`src/rtl/uart_pkg.sv`:
```
// uart_pkg: shared definitions for the UART receive-side command path.
//   - ASCII constants used by the hex line parser
//   - parser FSM state encoding
//   - character classification result struct
package uart_pkg;

  localparam logic [7:0] CHAR_CR   = 8'h0D;
  localparam logic [7:0] CHAR_LF   = 8'h0A;
  localparam logic [7:0] CHAR_0    = 8'h30;
  localparam logic [7:0] CHAR_9    = 8'h39;
  localparam logic [7:0] CHAR_A_LO = 8'h61;
  localparam logic [7:0] CHAR_F_LO = 8'h66;
  localparam logic [7:0] CHAR_A_UP = 8'h41;
  localparam logic [7:0] CHAR_F_UP = 8'h46;

  typedef enum logic [1:0] {
    ST_IDLE    = 2'd0,
    ST_ACCUM   = 2'd1,
    ST_DISCARD = 2'd2,
    ST_HOLD    = 2'd3
  } parse_state_e;

  typedef struct packed {
    logic       is_digit;
    logic       is_term;
    logic [3:0] nib;
  } char_class_t;

endpackage

```
`src/rtl/hex_char_classify.sv`:
```
// hex_char_classify: combinational ASCII byte classifier.
//   rx_data_i  in  8   ASCII byte
//   cls_o      out     {is_digit, is_term, nib}; nib valid only when is_digit
module hex_char_classify
  import uart_pkg::*;
(
  input  logic [7:0]  rx_data_i,
  output char_class_t cls_o
);

  always_comb begin
    cls_o = '0;
    if (rx_data_i >= CHAR_0 && rx_data_i <= CHAR_9) begin
      cls_o.is_digit = 1'b1;
      cls_o.nib      = rx_data_i[3:0];
    end else if ((rx_data_i >= CHAR_A_LO && rx_data_i <= CHAR_F_LO) ||
                 (rx_data_i >= CHAR_A_UP && rx_data_i <= CHAR_F_UP)) begin
      // 'a'/'A' have low nibble 1, so +9 maps a..f onto 10..15
      cls_o.is_digit = 1'b1;
      cls_o.nib      = rx_data_i[3:0] + 4'd9;
    end else if (rx_data_i == CHAR_CR || rx_data_i == CHAR_LF) begin
      cls_o.is_term  = 1'b1;
    end
  end

endmodule

```
`src/rtl/hex_line_parser.sv`:
```
// hex_line_parser: assembles ASCII hex lines into DATA_W-bit words.
//   clk, rst    clock / async active-high reset
//   rx_data     received byte, qualified by rx_valid (1-cycle strobe)
//   word_out    assembled word, right-aligned, zero-extended
//   word_valid  held until word_valid & word_ready
//   word_ready  consumer accept
//   err_char    pulse: non-hex, non-terminator byte
//   err_len     pulse: digit beyond DATA_W/4 digits
//   overrun     pulse: byte dropped while a word is pending
//   busy        parser not idle
module hex_line_parser
  import uart_pkg::*;
#(
  parameter int DATA_W = 32
) (
  input  logic              clk,
  input  logic              rst,
  input  logic [7:0]        rx_data,
  input  logic              rx_valid,
  output logic [DATA_W-1:0] word_out,
  output logic              word_valid,
  input  logic              word_ready,
  output logic              err_char,
  output logic              err_len,
  output logic              overrun,
  output logic              busy
);

  localparam int NIBBLES = DATA_W / 4;
  localparam int CNT_W   = $clog2(NIBBLES + 1);

  if (DATA_W < 4 || (DATA_W % 4) != 0) begin : g_bad_width
    $error("hex_line_parser: DATA_W must be a multiple of 4, at least 4");
  end

  parse_state_e      state_q, state_d;
  logic [DATA_W-1:0] acc_q, acc_d;
  logic [CNT_W-1:0]  cnt_q, cnt_d;
  logic [DATA_W-1:0] word_q, word_d;
  logic              wvalid_q, wvalid_d;
  logic              err_char_q, err_char_d;
  logic              err_len_q, err_len_d;
  logic              overrun_q, overrun_d;

  char_class_t cls;
  logic        accept, idle_like, invalid;

  hex_char_classify u_classify (
    .rx_data_i (rx_data),
    .cls_o     (cls)
  );

  assign accept    = wvalid_q & word_ready;
  // an accepted HOLD frees the parser in the same cycle, so the byte is taken as in IDLE
  assign idle_like = (state_q == ST_IDLE) | ((state_q == ST_HOLD) & accept);
  assign invalid   = ~cls.is_digit & ~cls.is_term;

  // state register
  always_ff @(posedge clk or posedge rst) begin
    if (rst) state_q <= ST_IDLE;
    else     state_q <= state_d;
  end

  // next state
  always_comb begin
    state_d = state_q;
    case (state_q)
      ST_IDLE, ST_HOLD: begin
        if (idle_like) begin
          state_d = ST_IDLE;
          if (rx_valid) begin
            if (cls.is_digit) state_d = ST_ACCUM;
            else if (invalid) state_d = ST_DISCARD;
          end
        end
      end
      ST_ACCUM: begin
        if (rx_valid) begin
          if (cls.is_digit) begin
            if (cnt_q == CNT_W'(NIBBLES)) state_d = ST_DISCARD;
          end else if (cls.is_term) begin
            state_d = ST_HOLD;
          end else begin
            state_d = ST_DISCARD;
          end
        end
      end
      ST_DISCARD: if (rx_valid && cls.is_term) state_d = ST_IDLE;
      default:    state_d = ST_IDLE;
    endcase
  end

  // datapath / outputs next values
  always_comb begin
    acc_d      = acc_q;
    cnt_d      = cnt_q;
    word_d     = word_q;
    wvalid_d   = wvalid_q & ~accept;
    err_char_d = 1'b0;
    err_len_d  = 1'b0;
    overrun_d  = 1'b0;
    if (rx_valid) begin
      case (state_q)
        ST_IDLE, ST_HOLD: begin
          if (!idle_like) begin
            overrun_d = 1'b1;
          end else if (cls.is_digit) begin
            acc_d = DATA_W'(cls.nib);
            cnt_d = CNT_W'(1);
          end else if (invalid) begin
            err_char_d = 1'b1;
          end
        end
        ST_ACCUM: begin
          if (cls.is_digit) begin
            if (cnt_q == CNT_W'(NIBBLES)) begin
              err_len_d = 1'b1;
            end else begin
              acc_d = DATA_W'({acc_q, cls.nib});
              cnt_d = cnt_q + CNT_W'(1);
            end
          end else if (cls.is_term) begin
            word_d   = acc_q;
            wvalid_d = 1'b1;
            acc_d    = '0;
            cnt_d    = '0;
          end else begin
            err_char_d = 1'b1;
          end
        end
        ST_DISCARD: begin
          if (cls.is_term) begin
            acc_d = '0;
            cnt_d = '0;
          end
        end
        default: ;
      endcase
    end
  end

  always_ff @(posedge clk or posedge rst) begin
    if (rst) begin
      acc_q      <= '0;
      cnt_q      <= '0;
      word_q     <= '0;
      wvalid_q   <= 1'b0;
      err_char_q <= 1'b0;
      err_len_q  <= 1'b0;
      overrun_q  <= 1'b0;
    end else begin
      acc_q      <= acc_d;
      cnt_q      <= cnt_d;
      word_q     <= word_d;
      wvalid_q   <= wvalid_d;
      err_char_q <= err_char_d;
      err_len_q  <= err_len_d;
      overrun_q  <= overrun_d;
    end
  end

  assign word_out   = word_q;
  assign word_valid = wvalid_q;
  assign err_char   = err_char_q;
  assign err_len    = err_len_q;
  assign overrun    = overrun_q;
  assign busy       = (state_q != ST_IDLE);

endmodule

```
`config.mk`:
```
export PLATFORM = sky130hd
export DESIGN_NAME = hex_line_parser
export DESIGN_NICKNAME = d
export VERILOG_FILES = /design/src/rtl/uart_pkg.sv /design/src/rtl/hex_char_classify.sv /design/src/rtl/hex_line_parser.sv
export SDC_FILE = /design/constraint.sdc
export NUM_CORES = 1
export LEC_CHECK = 0
export CAP_MARGIN = 0
export CORE_UTILIZATION = 54
export DETAILED_ROUTE_END_ITERATION = 10
export PLACE_DENSITY = 0.8
export SLEW_MARGIN = 20
export SYNTH_ARGS = -nofsm -noshare
export SYNTH_HDL_FRONTEND = slang
export SYNTH_SLANG_ARGS = --single-unit
export TNS_END_PERCENT = 20
```
`constraint.sdc`:
```
create_clock -name clk -period 2.7 [get_ports clk]
set_input_delay 0.405 -clock clk [delete_from_list [all_inputs] [get_ports clk]]
set_output_delay 0.405 -clock clk [all_outputs]
set_load 0.1 [all_outputs]
```
==> results of run 1 <==
## routing by layer
| layer | track usage | share of wire | vias to the layer above |
|---|---|---|---|
| met5 | 0 | 0 | - |
| met4 | 0.0893 | 0.020 | 0 |
| met3 | 0.0727 | 0.048 | 13 |
| met2 | 0.338 | 0.49 | 72 |
| met1 | 0.281 | 0.45 | 1146 |
| li1 | - | - | 1044 |
## cell type report
class / instances / area (µm²)
Sequential cell: 74 / 1850
Fill cell: 420 / 1770
Multi-Input combinational cell: 147 / 1320
Timing Repair Buffer: 70 / 603
Clock buffer: 9 / 124
Tap cell: 75 / 93.8
Clock inverter: 7 / 76.3
Inverter: 13 / 48.8
## worst max-delay path, stage by stage
cell	delay, ps
clkdlybuf4s50_1	520
inv_1	80
buf_4	130
ha_1	180
mux2_1	300
and3_1	230
nand2b_1	220
o2111ai_4	240
buf_12	210
a22o_1	170
## power breakdown
| group | total [mW] | internal [mW] | leakage (nW) | switching (mW) |
|---|---|---|---|---|
| clock | 0.868 | 0.433 | 0.0962 | 0.435 |
| combinational | 0.639 | 0.235 | 0.922 | 0.404 |
| sequential | 1.20 | 1.15 | 1.03 | 0.0449 |
| total | 2.71 | 1.82 | 2.05 | 0.884 |
## sequential cells by signal, indices dropped and copies added (netlist names)
signal	cells
word_out	32
err_len	1
acc_q	32
err_char	1
overrun	1
state_q	2
cnt_q	4
word_valid	1
## logic make-up after synthesis
| group | after synthesis |
|---|---|
| buf+inv | 26 |
| fa+ha+maj | 11 |
| mux | 35 |
| flops | 74 |
| xor+xnor | 3 |
| compound gates | 61 |
| simple gates | 37 |
## stage by stage
stage / util / cell area [µm²] / hold WS, ps / worst slack, ps / TNS (ps)
after floorplan: - / 3290 / 448 / 413 / 0
after global placement: 0.665 / 3920 / 474 / 12.3 / 0
after detailed placement: 0.665 / 3920 / 484 / -46.3 / -1460
after CTS: 0.699 / 4120 / 401 / 313 / 0
after global routing: 0.699 / 4120 / 431 / 198 / 0
final: 0.699 / 4120 / 393 / 303 / 0
## synth_stat cells, types with 3 or more instances
master / count
dfrtp_1: 74
a22o_1: 34
mux2_2: 32
inv_1: 13
ha_1: 11
nand2_1: 8
nor2_1: 8
buf_2: 7
o21ai_0: 7
nand3_1: 5
a21oi_1: 3
buf_4: 3
xnor2_1: 3
## final timing paths
check	start	to	slack (ps)	depth (start not counted)
worst max-delay path	rx_data[0]	acc_q[3]$_DFFE_PP0P_	300	10
worst min-delay path	rst	word_out[21]$_DFFE_PP0P_	390	2
worst max register to register	state_q[0]$_DFFE_PP0P_	acc_q[3]$_DFFE_PP0P_	580	7
worst min register to register	word_out[22]$_DFFE_PP0P_	word_out[22]$_DFFE_PP0P_	500	1
max in group asynchronous	rst	word_out[12]$_DFFE_PP0P_	1660	3
min in group clk	word_out[22]$_DFFE_PP0P_	word_out[22]$_DFFE_PP0P_	500	1
==> impl_metrics.yaml, run 1 <==
finish:
  stdcell_count: 395
  drive_gt1_frac: 0.369
  diodes: 0
  layout.nets: 338
  final_common_cell: "dfrtp_1"
  final_cell_mix: "dfrtp_1 (74), buf_4 (55), a22o_1 (34)"
  area_growth_pct: 25.1
floorplanning:
  die_width_um: 80.1
  dieArea_um2: 6410
  die_y_um: 80.1
  io_pins: 49
  core_area_um2: 5890
  rows: 28
  start_util: 0.559
timing:
  finalHoldViolCount: 0
  layout_min_cycle_time_ps: 2400
  fmax_ghz: 0.417
  rsz0062_at_grt: "no"
  slew_headroom: 0.608
  finalSetupViolations: 0
  fin_skew_ps: 9.78
  tightest_slew_ps: 580
  post-route-period-util: 0.888
  slew_violations: 0
synthesis:
  synth_seq_cells: 74
  synth_edf_count: 0
  yosysSeqAreaShare: 0.563
  synth_cells: 247
  synth_top_family_by_area: "compound AO/OA/AOI/OAI gates"
  synth-main-ff-cell: "dfrtp_1"
  synth_area_leaders: "dfrtp_1 (56%), mux2_2 (11%), a22o_1 (9.1%)"
  yosysUniqueCellTypes: 46
  yosys.area_share.simple: 0.0612
  synth_largest_area_cell: "dfrtp_1"
  synthXorXnorAreaFrac: 0.00799
  yosys.area_share.adder: 0.0418
  muxShareOfSynthArea: 0.119
  syn_area_um2: 3290
  avgSynthCellArea_um2: 13.3
  synth-compound-area-share: 0.169
  syn-num-nets: 270
  synth_top_area_share: 0.563
  postSynth.asyncResetShare: 1.00
  ys_warn_count: 0
placement:
  dp_hpwl_um: 4480
  dpl.cell_count: 379
  io_buffers: 48
  finalWeightedCongestion: 0.911
route:
  wire_per_inst_um: 16.3
  first_pass_iters: 4
  vias: 2275
  drt_iter0_markers: 142
  routed_wl_um: 6430
  viasPerCell: 5.76
  drc_errors: 0
  antenna_left: 0
cts:
  ctsHoldBuffers: 0
  root_buffer: "clkbuf_8"
  cts_tree: "built"
  clock_latency_ps: 350
  clkTransAtPathRegs_ps: 80
  cts_resized: 0
  clk_path_buf_depth: 2
  htreeDepth: 3
  cts_setup_buffers: 0
  cts_buffers: 9
  cts.sinks: 74
setup_path:
  crit_path_start_kind: "input port"
  worstPathRequired_ps: 2980
  end_kind: "flop"
  crit_type: "in -> reg"
  cp_data_arrival_time_ps: 2680
  worst-path-max-fanout: 33
power_and_ir_drop:
  power.density_nw_per_um2: 657
  p_total_mw: 2.71
  p_leak_nw: 2.05
  irDropWorstVdd_v: 0.000403
global_routing:
  grt_overflow: 0
  grt_pass1_wl_um: 10400
  antenna_found_initial: 0
  grt_max_degree: 35
  grt.total_usage: 0.218
  grt_pass1_vias: 2230
min_path:
  hp-class: "in -> async"
run_status:
  status: "complete, no violations"
flow_run:
  drv_cap: 0
No activity file was read; power rests on OpenSTA's default activity.
==> inputs of run 2 (changes only) <==
--- a/config.mk
+++ b/config.mk
@@ -5,6 +5,7 @@
 export SDC_FILE = /design/constraint.sdc
 export NUM_CORES = 1
 export LEC_CHECK = 0
+export ABC_CLOCK_PERIOD_IN_PS = 2700
 export CAP_MARGIN = 0
 export CORE_UTILIZATION = 54
 export DETAILED_ROUTE_END_ITERATION = 10
==> results of run 2 <==
The final DEF is identical to that of run 1; final timing and power are the same.
